<file path="src/rtl/mlp_pkg.sv">
// Shared types for the MLP weight-memory path: read-owner tags carried
// alongside SRAM reads so returned data can be routed back to its requester.
package mlp_pkg;

    localparam int unsigned W_AW = 11;
    localparam int unsigned W_DW = 8;

    typedef enum logic {
        OWN_C = 1'b0,
        OWN_H = 1'b1
    } owner_e;

    typedef struct packed {
        logic   vld;
        owner_e own;
    } rd_tag_t;

endpackage

</file>
<file path="src/rtl/mlp_tag_pipe.sv">
// Fixed-depth shift register of read tags, aligned with the SRAM read latency.
module mlp_tag_pipe
    import mlp_pkg::*;
#(
    parameter int unsigned DEPTH = 1
) (
    input  logic    clk,
    input  logic    rst_n,
    input  rd_tag_t tag_push,
    output rd_tag_t tag_head
);

    rd_tag_t stage [DEPTH];

    always_ff @(posedge clk) begin
        if (!rst_n) begin
            for (int i = 0; i < int'(DEPTH); i++) begin
                stage[i] <= '0;
            end
        end else begin
            stage[0] <= tag_push;
            for (int i = 1; i < int'(DEPTH); i++) begin
                stage[i] <= stage[i-1];
            end
        end
    end

    assign tag_head = stage[DEPTH-1];

endmodule

</file>
<file path="src/rtl/mlp_wmem_arbiter.sv">
// Single-port weight SRAM arbiter: compute has priority, a starvation counter
// forces pending host requests through, and read data is routed back by tag.
module mlp_wmem_arbiter
    import mlp_pkg::*;
#(
    parameter int unsigned AW       = W_AW,
    parameter int unsigned DW       = W_DW,
    parameter int unsigned RD_LAT   = 1,
    parameter int unsigned MAX_WAIT = 4
) (
    input  logic          clk_i,
    input  logic          rst_ni,
    input  logic          c_ren_i,
    input  logic [AW-1:0] c_addr_i,
    output logic          c_gnt_o,
    input  logic          c_lock_i,
    output logic          c_rvalid_o,
    output logic [DW-1:0] c_rdata_o,
    input  logic          h_valid_i,
    output logic          h_ready_o,
    input  logic          h_we_i,
    input  logic [AW-1:0] h_addr_i,
    input  logic [DW-1:0] h_wdata_i,
    output logic          h_rvalid_o,
    output logic [DW-1:0] h_rdata_o,
    output logic          mem_en_o,
    output logic          mem_we_o,
    output logic [AW-1:0] mem_addr_o,
    output logic [DW-1:0] mem_wdata_o,
    input  logic [DW-1:0] mem_rdata_i
);

    localparam logic [3:0] WAIT_LAST = 4'(MAX_WAIT - 1);

    logic       host_win;
    logic [3:0] wait_cnt;
    logic [3:0] wait_cnt_next;
    logic       force_host;
    logic       force_host_next;
    rd_tag_t    tag_push;
    rd_tag_t    tag_head;

    // Grants are gated by reset so every output is quiet while rst_ni is low.
    always_comb begin
        host_win  = rst_ni & h_valid_i & ~c_lock_i & (~c_ren_i | force_host);
        c_gnt_o   = rst_ni & c_ren_i & ~host_win;
        h_ready_o = host_win;
    end

    always_comb begin
        mem_en_o    = c_gnt_o | h_ready_o;
        mem_we_o    = h_ready_o & h_we_i;
        mem_addr_o  = '0;
        mem_wdata_o = '0;
        if (h_ready_o) begin
            mem_addr_o = h_addr_i;
            if (h_we_i) begin
                mem_wdata_o = h_wdata_i;
            end
        end else if (c_gnt_o) begin
            mem_addr_o = c_addr_i;
        end
    end

    always_comb begin
        wait_cnt_next   = wait_cnt;
        force_host_next = force_host;
        if (c_lock_i || h_ready_o) begin
            wait_cnt_next   = '0;
            force_host_next = 1'b0;
        end else if (h_valid_i) begin
            if (wait_cnt != 4'hF) begin
                wait_cnt_next = wait_cnt + 4'd1;
            end
            if (wait_cnt == WAIT_LAST) begin
                force_host_next = 1'b1;
            end
        end
    end

    always_ff @(posedge clk_i) begin
        if (!rst_ni) begin
            wait_cnt   <= '0;
            force_host <= 1'b0;
        end else begin
            wait_cnt   <= wait_cnt_next;
            force_host <= force_host_next;
        end
    end

    // Writes push an invalid tag so the pipe stays aligned with issue order.
    always_comb begin
        tag_push.vld = mem_en_o & ~mem_we_o;
        tag_push.own = h_ready_o ? OWN_H : OWN_C;
    end

    mlp_tag_pipe #(
        .DEPTH (RD_LAT)
    ) u_tag_pipe (
        .clk      (clk_i),
        .rst_n    (rst_ni),
        .tag_push (tag_push),
        .tag_head (tag_head)
    );

    always_comb begin
        c_rvalid_o = rst_ni & tag_head.vld & (tag_head.own == OWN_C);
        h_rvalid_o = rst_ni & tag_head.vld & (tag_head.own == OWN_H);
        c_rdata_o  = c_rvalid_o ? mem_rdata_i : '0;
        h_rdata_o  = h_rvalid_o ? mem_rdata_i : '0;
    end

endmodule

</file>
<file path="config.mk">
export PLATFORM = sky130hd
export DESIGN_NAME = mlp_wmem_arbiter
export DESIGN_NICKNAME = d
export VERILOG_FILES = /design/src/rtl/mlp_pkg.sv /design/src/rtl/mlp_tag_pipe.sv /design/src/rtl/mlp_wmem_arbiter.sv
export SDC_FILE = /design/constraint.sdc
export NUM_CORES = 1
export LEC_CHECK = 0
export CAP_MARGIN = 0
export CORE_MARGIN = 4
export CORE_UTILIZATION = 24
export CTS_CLUSTER_DIAMETER = 40
export DETAILED_ROUTE_END_ITERATION = 6
export PLACE_DENSITY = 0.83
export SYNTH_ARGS = -nofsm -noshare
export SYNTH_HDL_FRONTEND = slang
export SYNTH_SLANG_ARGS = --single-unit
</file>
<file path="constraint.sdc">
create_clock -name clk_i -period 1.5 [get_ports clk_i]
set_input_delay 0.15 -clock clk_i [delete_from_list [all_inputs] [get_ports clk_i]]
set_output_delay 0.15 -clock clk_i [all_outputs]
set_load 0.02 [all_outputs]
</file>
# After elaboration in Yosys (flattened, before gate mapping)

Memories as Yosys holds them, arrays and structs flattened.
Index checks and enable logic that the tools add are counted.
W data, S select, Z words.

Input port bits: 44
Flip-flop bits (word level): 5
Bits in writable memories: 2
Memories kept: 1
Word-level logic and storage cells: 40

Reductions and logical operators: 5
Bitwise operators: 18
Equality and inequality tests: 2
Mux-type cells: 11
$add $sub $neg: 1

Memories:

| name             | depth | bits a word | rd ports | clocked after memory_dff | wr ports | RTL line           | text |
|---|---|---|---|---|---|---|---|
| u_tag_pipe.stage | 1     | 2           | 1        | 0                        | 1        | mlp_tag_pipe.sv:13 | `rd_tag_t stage [DEPTH];` |

Operators with widths:

| operator              | number |
|---|---|
| $mux W8               | 4 |
| $mux W11              | 2 |
| $and A1 B1 Y1         | 10 |
| $not A1 Y1            | 6 |
| $add A4 B1 Y4 const B | 1 |
| $eq A4 B2 Y1 const B  | 1 |
| $mux W1               | 4 |
| $ne A4 B4 Y1 const B  | 1 |
| $reduce_and A2 Y1     | 2 |
| $reduce_or A2 Y1      | 2 |
| $mux W2               | 1 |
| $or A1 B1 Y1          | 2 |
| $logic_or A1 B1 Y1    | 1 |

# Depth between registers and ports, before layout

Gate-level depths: netlist of run 1.

Word-level depth: 8
Depth in mapped cells: 4
Mapped depth without buffers: 4

# Hierarchy

From an unflattened synthesis of run 1, not the netlist that was laid out.

Cells, all modules: 80
Area, all modules: 638.1 um2

By module, submodules not included:

| module           | area each (um2) | times used | sequential area each (um2) | cells an instance |
|---|---|---|---|---|
| mlp_wmem_arbiter | 585.6           | 1          | 100.1                      | 76 |
| mlp_tag_pipe     | 52.6            | 1          | 40.0                       | 4 |

# Least setup slack after synthesis of run 1

OpenSTA, ideal clock, no wires.

Path kind: register to register
Start point: register wait_cnt[0]
End point: register wait_cnt[0]
Cell stages (with the launch flop): 5
Required time: 1.429 ns
Buffers on the path: 0
Clock period less this slack: 1.311 ns
Setup slack: 0.189 ns
Data arrival time: 1.240 ns
Cells stage by stage: dfxtp_1 > ha_1 > and3_1 > or3_2 > a21oi_1

Longest elaborated chain between the ends: 2
Elaborated cells on any way between the ends: 3

Ends and longest elaborated chain:

| what                                                  | RTL line               | text |
|---|---|---|
| from (decl)                                           | mlp_wmem_arbiter.sv:36 | `logic [3:0] wait_cnt;` |
| from (signal assigned)                                | mlp_wmem_arbiter.sv:86 | `wait_cnt <= wait_cnt_next;` |
| branches (longest 2 deep; another with $add A4 B1 Y4) | --                     |  |

Several ways; the timed one is not identified.
A chain may end at the register's enable or synchronous reset.

# Worst setup path in the final report of run 1

Start point: register force_host
End point: output mem_addr_o[6]

Longest elaborated chain between the ends: 6

Ends and longest elaborated chain:

| what                   | RTL line               | text |
|---|---|---|
| from (decl)            | mlp_wmem_arbiter.sv:38 | `logic force_host;` |
| from (signal assigned) | mlp_wmem_arbiter.sv:87 | `force_host <= force_host_next;` |
| $or A1 B1 Y1 *         | mlp_wmem_arbiter.sv:45 | `host_win = rst_ni & h_valid_i & ~c_lock_i & (~c_ren_i \| force_host);` |
| $and A1 B1 Y1 *        | mlp_wmem_arbiter.sv:45 |  |
| $not A1 Y1             | mlp_wmem_arbiter.sv:46 | `c_gnt_o = rst_ni & c_ren_i & ~host_win;` |
| $and A1 B1 Y1          | mlp_wmem_arbiter.sv:46 |  |
| $mux W11               | mlp_wmem_arbiter.sv:60 | `end else if (c_gnt_o) begin` |
| $mux W11 *             | mlp_wmem_arbiter.sv:55 | `if (h_ready_o) begin` |
| to (decl)              | mlp_wmem_arbiter.sv:28 | `output logic [AW-1:0] mem_addr_o,` |

Mark *: on every way between the ends. The rest lies on a longest branch, timed or not.

==> results of run 1 <==
per-layer routing:
layer | track usage [%] | up-vias | routed length (um)
met4 | 11.3 | 0 | 150
met5 | 0 | - | 0
met1 | 19.6 | 508 | 1220
li1 | - | 510 | -
met2 | 44.0 | 57 | 2360
met3 | 5.88 | 19 | 333
synth_stat cells (all sizes together):
cell type,instances
and2,17
a22o,11
and3,10
dfxtp,7
a21oi,4
buf,3
inv,3
nand2,3
o21ai,3
nor2,2
nor4,2
a211oi,1
a31oi,1
clkbuf,1
ha,1
mux2i,1
nand2b,1
nand3b,1
nand4,1
nor2b,1
nor3,1
o211ai,1
o21ba,1
or2,1
or3,1
tightest hold or removal path: stages:
cell and delay, ns:
dlygate4sd2_1 0.26, inv_2 0.09, nor4_1 0.06
cells by family (layout without fill, tap and decap cells):
group	after synthesis	after routing	share of synthesized area (%)
simple gates	41	41	41.2
compound gates	22	22	26.3
flops	7	7	22.2
buf+inv	7	116	6.73
fa+ha+maj	1	1	1.98
mux	1	1	1.58
layout make-up:
type | instances | share of cell area, %
Timing Repair Buffer | 109 | 58.1
Clock buffer | 4 | 1.47
Multi-Input combinational cell | 65 | 29.8
Tap cell | 30 | 2.09
Sequential cell | 7 | 7.89
Inverter | 3 | 0.628
sequential cells by signal (all words and copies together), names as in the netlist:
name / cells
force_host: 1
wait_cnt: 4
u_tag_pipe.stage: 2
path summary, 6_finish.rpt:
path	startpoint	end	slack (ns)
setup / recovery	force_host	mem_addr_o[6]	-0.15
hold / removal	rst_ni	u_tag_pipe.stage[0][0]	0.35
setup reg to reg	force_host	u_tag_pipe.stage[0][1]	0.09
hold reg to reg	wait_cnt[3]	wait_cnt[3]	0.53
metrics by stage:
step	cell area [um^2]	instances
3_3_place_gp	1580	201
2_1_floorplan	632	79
3_5_place_dp	1580	201
6_report	1790	218
4_1_cts	1820	216
5_1_grt	1790	218
timing repair:
item / 4_1_cts / 5_1_grt
buffers inserted: 9 / 5
setup endpoints to repair: 41 / 39
gates resized for setup: 175 / 29
pin swaps: 14 / 5
gates cloned: 3 / 0
endpoints found under the hold margin: 0 / 0
power groups by stage:
| stage | registers, uW | logic, uW | clock network [uW] |
|---|---|---|---|
| 4_1_cts | 192 | 342 | 178 |
| 6_report | 193 | 352 | 173 |
| 5_1_grt | 193 | 368 | 184 |
| 3_5_place_dp | 196 | 307 | 0 |
| 3_3_place_gp | 196 | 299 | 0 |
| 2_1_floorplan | 196 | 94.9 | 0 |
==> impl_metrics.json, run 1 <==
{
  "status": "finished with violations",
  "violations": "negative setup slack",
  "antenna_found_initial": 0,
  "vias_per_cell": 5.02,
  "synth_cells": 79,
  "internal_power_uw": 502,
  "crit_chain": "buf_4 > a31oi_1 > buf_4 > buf_4 > a22o_1 > buf_6",
  "crit_arrival_ns": 1.50,
  "power_leakage_uw": 0.000847,
  "wl_um": 4060,
  "dr_total_vias": 1094,
  "synthTopCellsByArea": "dfxtp_1 22%, and2_1 17%, a22o_1 11%",
  "multi_input_comb_area_um2": 534,
  "htreeDepth": 1,
  "p_sw_uw": 215,
  "finalSetupTns_ns": -2.32,
  "synthesis.nets": 124,
  "drt_first_pass_iters": 4,
  "die_area_um2": 3520,
  "core-area_um2": 2500,
  "die_h_um": 59.3,
  "ir_worst_vdd_uv": 322,
  "grt_util_all_layers_pct": 22.1,
  "worst_slack_ns": -0.153,
  "ys_ff_latch": 7,
  "critPathLaunchType": "flip-flop",
  "dpl.hpwl_um": 2690,
  "rsz0062_at_grt": "yes",
  "cts_hold_buf": 0,
  "reg2reg_depth": 7,
  "yosysTopAreaCell": "dfxtp_1",
  "cp.depth": 6,
  "clock_skew_ns": 0.00212,
  "maxCapViolCount": 0,
  "min_path_type": "in -> reg",
  "maxSlewHeadroom_pct": 70.6,
  "clkSinkCount": 7,
  "hold_ws_ns": 0.352,
  "tightest_slew_ns": 0.439,
  "comb_power_share_pct": 49.1,
  "hold_viol_final": 0,
  "ant_nets": 0,
  "clk_latency_ns": 0.26,
  "setup_violations": 23,
  "start_util_pct": 25.3,
  "post-place-ws_ns": -0.670,
  "power_density_nw_per_um2": 400,
  "area.sequential_um2": 141,
  "crit_buf_inv": 4,
  "root_buffer": "clkbuf_4",
  "cts_tree": "done",
  "first_iter_violations": 37,
  "crit_type": "reg -> out",
  "cpPeakStageDelay_ns": 0.33,
  "clk_path_buf_depth": 2,
  "yosysWarnings": 0,
  "place_congestion": 0.778,
  "cts_buffers": 3,
  "antenna_cells": 0,
  "slew_violations": 0,
  "hold_path_depth": 3,
  "endpoint_kind": "output port",
  "wl_per_cell_um": 18.6,
  "nets": 234,
  "p_clk_share_pct": 24.1,
  "drcViolationCount": 0,
  "final_common_cell": "clkdlybuf4s50_1",
  "cpMaxStageDelayCell": "dfxtp_2",
  "drive_gt1_share_pct": 44.1,
  "core.rowCount": 18,
  "synth_area_um2": 632,
  "grt_pass1_vias": 1200,
  "ys_types": 29,
  "cp_max_fo": 6,
  "min_period_ns": 1.65,
  "worstPathRequired_ns": 1.35,
  "synth_top_area_share_pct": 22.2,
  "ios": 85,
  "mostFrequentLayoutCells": "39 x clkdlybuf4s50_1, 24 x buf_6, 21 x buf_4",
  "syn_avg_cell_area_um2": 8.00,
  "swShare_pct": 30.0,
  "portBuffers": 84,
  "fin_util_pct": 71.7,
  "die_x_um": 59.3,
  "seq_area_frac_synth_pct": 22.2,
  "fin_crit_sh_pct": 110,
  "crit_path_frequent_cell": "buf_4",
  "crit_family": "buffers and inverters",
  "totalPowerFinal_uw": 717,
  "clock.fmax_mhz": 605,
  "grt_pass1_wl_um": 5750,
  "fillCellCount": 190,
  "grt_max_degree": 11,
  "globalRouteOverflowTotal": 0,
  "clkTransAtPathRegs_ns": 0.05,
  "power_frac_seq_pct": 26.9,
  "area_growth_pct": 184
}
Note: power is estimated with default switching activity, not from simulation.
==> run 2, diff against run 1 <==
- ABC_CLOCK_PERIOD_IN_PS: unset -> 1500
==> results of run 2 <==
The final DEF is identical to that of run 1; final timing and power are the same.
==> run 3, diff against run 2 <==
- PLACE_DENSITY: 0.83 -> 0.79
==> impl_metrics.json, run 3 (synthesized netlist as in run 1, its figures left out) <==
{
  "vias_per_cell": 4.81,
  "clkSinkCount": 7,
  "endpoint_kind": "output port",
  "dr.max_layer_used": "met4",
  "worst_slack_ns": -0.117,
  "crit_chain": "nor2b_4 > nor4_4 > buf_4 > buf_6 > buf_12 > and3_4 > buf_6",
  "drt_first_pass_iters": 4,
  "r2r_slack_ns": 0.11,
  "wl_per_cell_um": 16.1,
  "clock_skew_ns": 0.00202,
  "mostFrequentLayoutCells": "39 x clkdlybuf4s50_1, 23 x buf_6, 16 x and2_1",
  "crit_arrival_ns": 1.47,
  "area_growth_pct": 168,
  "ios": 85,
  "setup_violations": 17,
  "maxCapViolCount": 0,
  "area.sequential_um2": 141,
  "cpPeakStageDelay_ns": 0.35,
  "die_area_um2": 3520,
  "rsz0062_at_grt": "yes",
  "multi_input_comb_area_um2": 536,
  "first_iter_violations": 13,
  "cts_hold_buf": 0,
  "wl_um": 3360,
  "grt_pass1_wl_um": 4690,
  "top_regs": "wait_cnt (4), u_tag_pipe.stage (2), force_host (1)",
  "core.rowCount": 18,
  "crit_type": "reg -> out",
  "die_x_um": 59.3,
  "grt_pass1_vias": 989,
  "wl_met2_um": 1880,
  "power_density_nw_per_um2": 411,
  "ir_worst_vdd_uv": 531,
  "critPathLaunchType": "flip-flop",
  "hold_ws_ns": 0.311,
  "clock.fmax_mhz": 618,
  "cts_buffers": 3,
  "crit_start": "force_host",
  "cpMaxStageDelayCell": "dfxtp_2",
  "min_period_ns": 1.62,
  "drcViolationCount": 0,
  "worstPathRequired_ns": 1.35,
  "grt_util_all_layers_pct": 17.8,
  "core-area_um2": 2500,
  "htreeDepth": 1,
  "grt_max_degree": 13,
  "place_congestion": 0.690,
  "wl_met1_um": 1180,
  "power_leakage_uw": 0.000791,
  "drive_gt1_share_pct": 41.9,
  "nets": 225,
  "globalRouteOverflowTotal": 0,
  "timing.rr.start": "wait_cnt[0]",
  "root_buffer": "clkbuf_4",
  "reg2reg_depth": 4,
  "antenna_found_initial": 0,
  "clk_latency_ns": 0.26,
  "clkTransAtPathRegs_ns": 0.05,
  "final_common_cell": "clkdlybuf4s50_1",
  "largest_reg_flops": 4,
  "dr_total_vias": 1005,
  "crit_path_frequent_cell": "buf_6",
  "violations": "negative setup slack",
  "cp-endpoint": "mem_wdata_o[7]",
  "fin_util_pct": 67.6,
  "antenna_cells": 0,
  "portBuffers": 84,
  "hold_path_depth": 2,
  "start_util_pct": 25.3,
  "placed_area_um2": 1580,
  "maxSlewHeadroom_pct": 74.5,
  "ant_nets": 0,
  "wl_met3_um": 279,
  "status": "finished with violations",
  "cts_tree": "done",
  "clk_path_buf_depth": 2,
  "r2r_end": "wait_cnt[0]",
  "fillCellCount": 215,
  "cp_max_fo": 4,
  "design_area_um2": 1690,
  "slew_violations": 0,
  "die_h_um": 59.3,
  "fin_crit_sh_pct": 108,
  "min_path_type": "in -> reg",
  "tightest_slew_ns": 0.380,
  "hold_viol_final": 0,
  "dpl.hpwl_um": 2390,
  "top_register": "wait_cnt"
}
-- run 3: cell types whose count changed in the layout (fill, tap and decap cells not counted) --
cell,before,now
buf_6,24,23
buf_4,21,13
clkbuf_2,9,10
buf_16,1,0
ha_1,0,1
clkdlybuf4s15_1,6,5
buf_2,0,2
dlygate4sd2_1,8,7
ha_2,1,0
and3_4,8,9
and3_2,2,1
-- run 3: worst max-delay path: cells and delay by family (launching register included) --
kind / cells / cell delay [ns]
buf+inv: 4 / 0.47
flops: 1 / 0.35
simple gates: 3 / 0.38
-- run 3: area by class of cell --
class                           count  share of cell area [%]
Clock buffer                        4                    1.55
Inverter                            3                   0.666
Multi-Input combinational cell     65                    31.7
Sequential cell                     7                    8.36
Tap cell                           30                    2.22
Timing Repair Buffer              100                    55.5
-- run 3: worst min-delay path by stage --
| stage | from | end | slack [ns] |
|---|---|---|---|
| 2_1_floorplan | c_lock_i | u_tag_pipe.stage[0][0] | 0.23 |
| 3_3_place_gp | wait_cnt[1] | wait_cnt[1] | 0.48 |
| 3_5_place_dp | wait_cnt[1] | wait_cnt[1] | 0.50 |
| 4_1_cts | c_lock_i | u_tag_pipe.stage[0][0] | 0.29 |
| 5_1_grt | c_lock_i | u_tag_pipe.stage[0][0] | 0.32 |
| 6_report | c_lock_i | u_tag_pipe.stage[0][0] | 0.31 |
-- run 3: repair_timing --
action,4_1_cts,5_1_grt
endpoints found under the setup margin,41,39
resized for setup,169,33
pin swaps,7,2
setup buffers,5,1
cloned,2,0
-- run 3: where the power goes --
part	total (uW)	internal, uW	leakage [uW]	switching, uW
clock	179	102	0.0000150	76.6
sequential	193	190	0.0000574	2.62
combinational	323	195	0.000718	129
total	695	487	0.000791	208
-- run 3: stage by stage --
stage / total power [uW] / setup TNS [ns] / cells / setup slack, ns
6_report: 695 / -0.749 / 209 / -0.117
5_1_grt: 720 / -2.12 / 209 / -0.199
4_1_cts: 707 / -2.65 / 211 / -0.203
3_5_place_dp: 500 / -22.88 / 201 / -0.666
3_3_place_gp: 495 / -21.44 / 201 / -0.627
2_1_floorplan: 290 / 0 / 79 / 0.189
-- run 3: layer usage --
metal / global-route usage [%] / up-vias
met3: 5.23 / 2
met5: 0 / -
met1: 18.6 / 470
met2: 34.0 / 40
li1: - / 493
met4: 4.21 / 0
==> RTL edit 1, RTL diff (flow settings as in run 1) <==
Set the parameter `RD_LAT` to 2 (it was 1).
--- a/src/rtl/mlp_wmem_arbiter.sv
+++ b/src/rtl/mlp_wmem_arbiter.sv
@@ -5,7 +5,7 @@
 #(
     parameter int unsigned AW       = W_AW,
     parameter int unsigned DW       = W_DW,
-    parameter int unsigned RD_LAT   = 1,
+    parameter int unsigned RD_LAT   = 2,
     parameter int unsigned MAX_WAIT = 4
 ) (
     input  logic          clk_i,
Check against the original RTL: not equivalent (a bounded check fails within 4 cycles, from zero or initial values).
==> RTL edit 1 against run 1 <==
The run still ends with setup timing left; final area is 1.3% lower; sequential cell count is 2 higher; first-iteration DRC count is 30% higher; setup slack better by 0.046 ns; total power is 5.4% higher; critical path depth stayed put; global-route usage is 5.7 points lower; synthesized cell count is 5.1% higher; wire length is 14% lower; combinational power is 8.8% lower; non-clock buffer count is 7 lower; synthesized area is 8.3% higher; clock power is 9% higher; sequential power is 28% higher; critical endpoint is now mem_addr_o[0].
==> RTL edit 1: results (changes against run 1) <==
Status -> finished, violations left
Failing checks -> setup timing
Largest cells by area after synthesis -> dfxtp_1 26%, and2_1 17%, a22o_1 10%
# resized after CTS -> 183 (+4.6%)
Setup-failing EPs final -> 19 (-17%)
Final design utilization -> 64.7% (-7.0 points)
Placed cells -> 206 (+2.5%)
Multi-input gates -> 66 (+1.5%)
DP Wirelength -> 2650 µm (-1.7%)
Reg2Reg Setup Slack -> 0.12 ns (+0.03 ns)
Combinational share of power -> 42.4% (-6.7 points)
Met2 GRT Util -> 29.8% (-14 points)
Worst r2r dst -> wait_cnt[0]
Worst-path fanout max -> 6 (unchanged)
Area of the core -> 0.00273 mm² (+9.4%)
Syn avg cell area -> 8.25 µm² (+3.1%)
Hold Crit Start -> c_lock_i
Net count, final -> 231 (-1.3%)
Layout cells sized above 1 -> 44.3% (+0.18 points)
Worst R2R Path Depth -> 4 (-3)
Sw Share -> 27.9% (-2.1 points)
Setup repair bufs after CTS -> 1 (-8)
Metal2 WL -> 1930 µm (-18%)
Register bit count reported by yosys -> 9 (+2)
Detail Route met3 WL -> 357 µm (+7.2%)
Area occupied by multi-input gates -> 541 µm² (+1.2%)
Clock Skews -> 0.00530 ns (+0.00318 ns)
Wire per inst -> 16.2 µm (-13%)
Clock buf/inv share -> 1.49% (+0.020 points)
Storage element area -> 181 µm² (+28%)
Fin Setup TNS -> -1.17 ns (+1.15 ns)
Non-clk invs -> 4 (+1)
Top flop regs -> u_tag_pipe.stage x4, wait_cnt x4, force_host x1
Initial antenna violation count -> 0 (unchanged)
VDD IR-drop max -> 0.414 mV (+28%)
Pin count of the biggest net entering global routing -> 24 (+13)
Post-DP Area -> 0.00164 mm² (+3.4%)
Most frequent cells after synthesis -> 19 x and2_1, 10 x and3_1, 9 x dfxtp_1
Met3 usage -> 5.66% (-0.22 points)
Met1 Usage GRT -> 17.4% (-2.2 points)
GPL Wtd Cong -> 0.717 (-7.9%)
Post-route met1 wirelength -> 1170 µm (-3.9%)
Global-route wire length before repair -> 4570 µm (-21%)
# clk buffers -> 4 (unchanged)
Post-synthesis net count -> 128 (+3.2%)
Seq group -> 247 µW (+28%)
Post-route insts no fill -> 216 (-0.92%)
Setup WS post-layout -> -0.107 ns (+0.0464 ns)
Vias/cell -> 4.78 (-4.7%)
Filler cells -> 219 (+15%)
Clock buffer depth -> 2 (unchanged)
First DRT Iteration DRCs -> 48 (+30%)
Cell variety after synth -> 28 (-3.4%)
NonClk Buf Share -> 54.6% (-3.5 points)
Crit path arrival time -> 1.46 ns (-0.04 ns)
Bufs w/o clock -> 102 (-6.4%)
R2R Path Start -> wait_cnt[0]
Number of global-route vias before repair -> 954 (-21%)
Tightest Pin Transition -> 0.393 ns (-0.0462 ns)
Lkg Pwr -> 0.830 nW (-2.0%)
-- RTL edit 1: cells by family after synthesis --
kind of cell	after synthesis	share of synthesized area, %
simple gates	43	39.7
compound gates	21	23.9
flops	9	26.3
buf+inv	8	6.76
mux	1	1.46
fa+ha+maj	1	1.83
-- RTL edit 1: worst max-delay path by stage --
| stage | start | to | cells after the start |
|---|---|---|---|
| after global routing | force_host | mem_addr_o[1] | 6 |
| after detailed placement | c_ren_i | mem_wdata_o[3] | 7 |
| after floorplan | wait_cnt[0] | wait_cnt[0] | 4 |
| final | force_host | mem_addr_o[0] | 6 |
| after CTS | force_host | mem_wdata_o[3] | 6 |
| after global placement | rst_ni | mem_wdata_o[6] | 6 |
-- RTL edit 1: through the flow --
stage          power (mW)  hold slack [ns]  setup slack, ns
3_5_place_dp        0.544            0.428           -0.682
6_report            0.756            0.323           -0.107
4_1_cts             0.740            0.315           -0.151
2_1_floorplan       0.340            0.227            0.182
3_3_place_gp        0.538            0.418           -0.627
5_1_grt             0.798            0.309           -0.173
==> RTL edit 2, RTL diff (flow settings as in run 1) <==
Made on the original files. Compare `wait_cnt` against `WAIT_LAST` with >= in place of ==.
--- a/src/rtl/mlp_wmem_arbiter.sv
+++ b/src/rtl/mlp_wmem_arbiter.sv
@@ -72,7 +72,7 @@
             if (wait_cnt != 4'hF) begin
                 wait_cnt_next = wait_cnt + 4'd1;
             end
-            if (wait_cnt == WAIT_LAST) begin
+            if (wait_cnt >= WAIT_LAST) begin
                 force_host_next = 1'b1;
             end
         end
Function: same outputs for any inputs over 10 cycles, from zero or initial values; that may be too few to reach the edited logic, so the function may still have changed.
==> RTL edit 2 against run 1 <==
The run still ends with setup timing left; non-clock buffer count down 8; total power down 4.9%; synthesized area up 0.59%; clock skew up 0.0027 ns; setup slack worse by 0.0050 ns; fmax down 0.30%; wire length down 19%; die area up 0.51%; count of clock-buffer cells in the layout unchanged; sequential share of layout area up 0.31 points; final area down 3.8%; clock power down 3%; sequential cell count unchanged; highest routed layer unchanged.
==> RTL edit 2: results (changes against run 1) <==
Status -> finished, violations left
Tightest Pin Transition -> 0.310 ns (-0.129 ns)
Adder-Cell Fraction of Synth Area -> 1.97% (-0.012 points)
Setup WS pre-CTS -> -0.667 ns (+0.00234 ns)
Post-DP Area -> 0.00159 mm² (+0.24%)
Post-route met1 wirelength -> 1100 µm (-9.8%)
First DRT Iteration DRCs -> 28 (-24%)
Setup WS post-layout -> -0.158 ns (-0.00497 ns)
Largest cells by area after synthesis -> dfxtp_1 22%, and2_1 17%, a22o_1 11%
Metal2 WL -> 1750 µm (-26%)
Lkg Pwr -> 0.789 nW (-6.8%)
# resized after CTS -> 154 (-12%)
Number of global-route vias before repair -> 974 (-19%)
Total track usage -> 16.8% (-5.3 points)
Worst r2r dst -> wait_cnt[0]
Final hold slack -> 0.330 ns (-0.0227 ns)
Failing checks -> setup timing
Worst setup endpoint -> mem_addr_o[7]
Clock Power -> 167 µW (-3%)
Filler cells -> 207 (+8.9%)
Seq/Total Area, Yosys -> 22.0% (-0.13 points)
Global-route wire length before repair -> 4540 µm (-21%)
Post-route insts no fill -> 210 (-3.7%)
Multiplexer share of the synthesized area -> 1.57% (-0.0094 points)
Setup-failing EPs final -> 21 (-8.7%)
Setup repair bufs after CTS -> 17 (+8)
Compound-Gate Fraction of Synth Area -> 24.2% (-2.1 points)
Worst R2R Path Depth -> 4 (-3)
Sw Share -> 28.8% (-1.2 points)
Layout cells sized above 1 -> 36.7% (-7.5 points)
DP Wirelength -> 2410 µm (-10%)
Clock Skews -> 0.00481 ns (+0.00268 ns)
VDD IR-drop max -> 0.437 mV (+35%)
Syn avg cell area -> 8.05 µm² (+0.59%)
Final instance area -> 0.00172 mm² (-3.8%)
## RTL edit 2: cell count changes in the layout (fill, tap and decap cells not counted), moves of 2 or more
cell | run 1 | this run
buf_6 | 24 | 21
a22o_4 | 3 | 1
a22o_2 | 0 | 2
buf_4 | 21 | 17
clkbuf_2 | 9 | 2
clkdlybuf4s15_1 | 6 | 13
## RTL edit 2: routing by layer
metal  GRT usage [%]  vias to the layer above
met5               0                        -
met4            5.18                        0
met3            7.19                        8
met2            29.8                       65
met1            17.7                      469
li1                -                      494
## RTL edit 2: final cells by class
| class | count | share of cell area (%) |
|---|---|---|
| clock buffer | 4 | 1.52 |
| timing repair buffer | 101 | 57.2 |
| inverter | 3 | 0.653 |
| multi-input combinational | 65 | 30.3 |
| tap | 30 | 2.18 |
| sequential | 7 | 8.20 |
## RTL edit 2: kinds of logic (layout without fill, tap and decap cells)
kind of cell	Yosys count	count (layout)
muxes	1	1
DFF	7	7
buffers and inverters	7	108
AOI/OAI and AO/OA	21	21
adders and majority gates	1	1
and+or+nand+nor	42	42
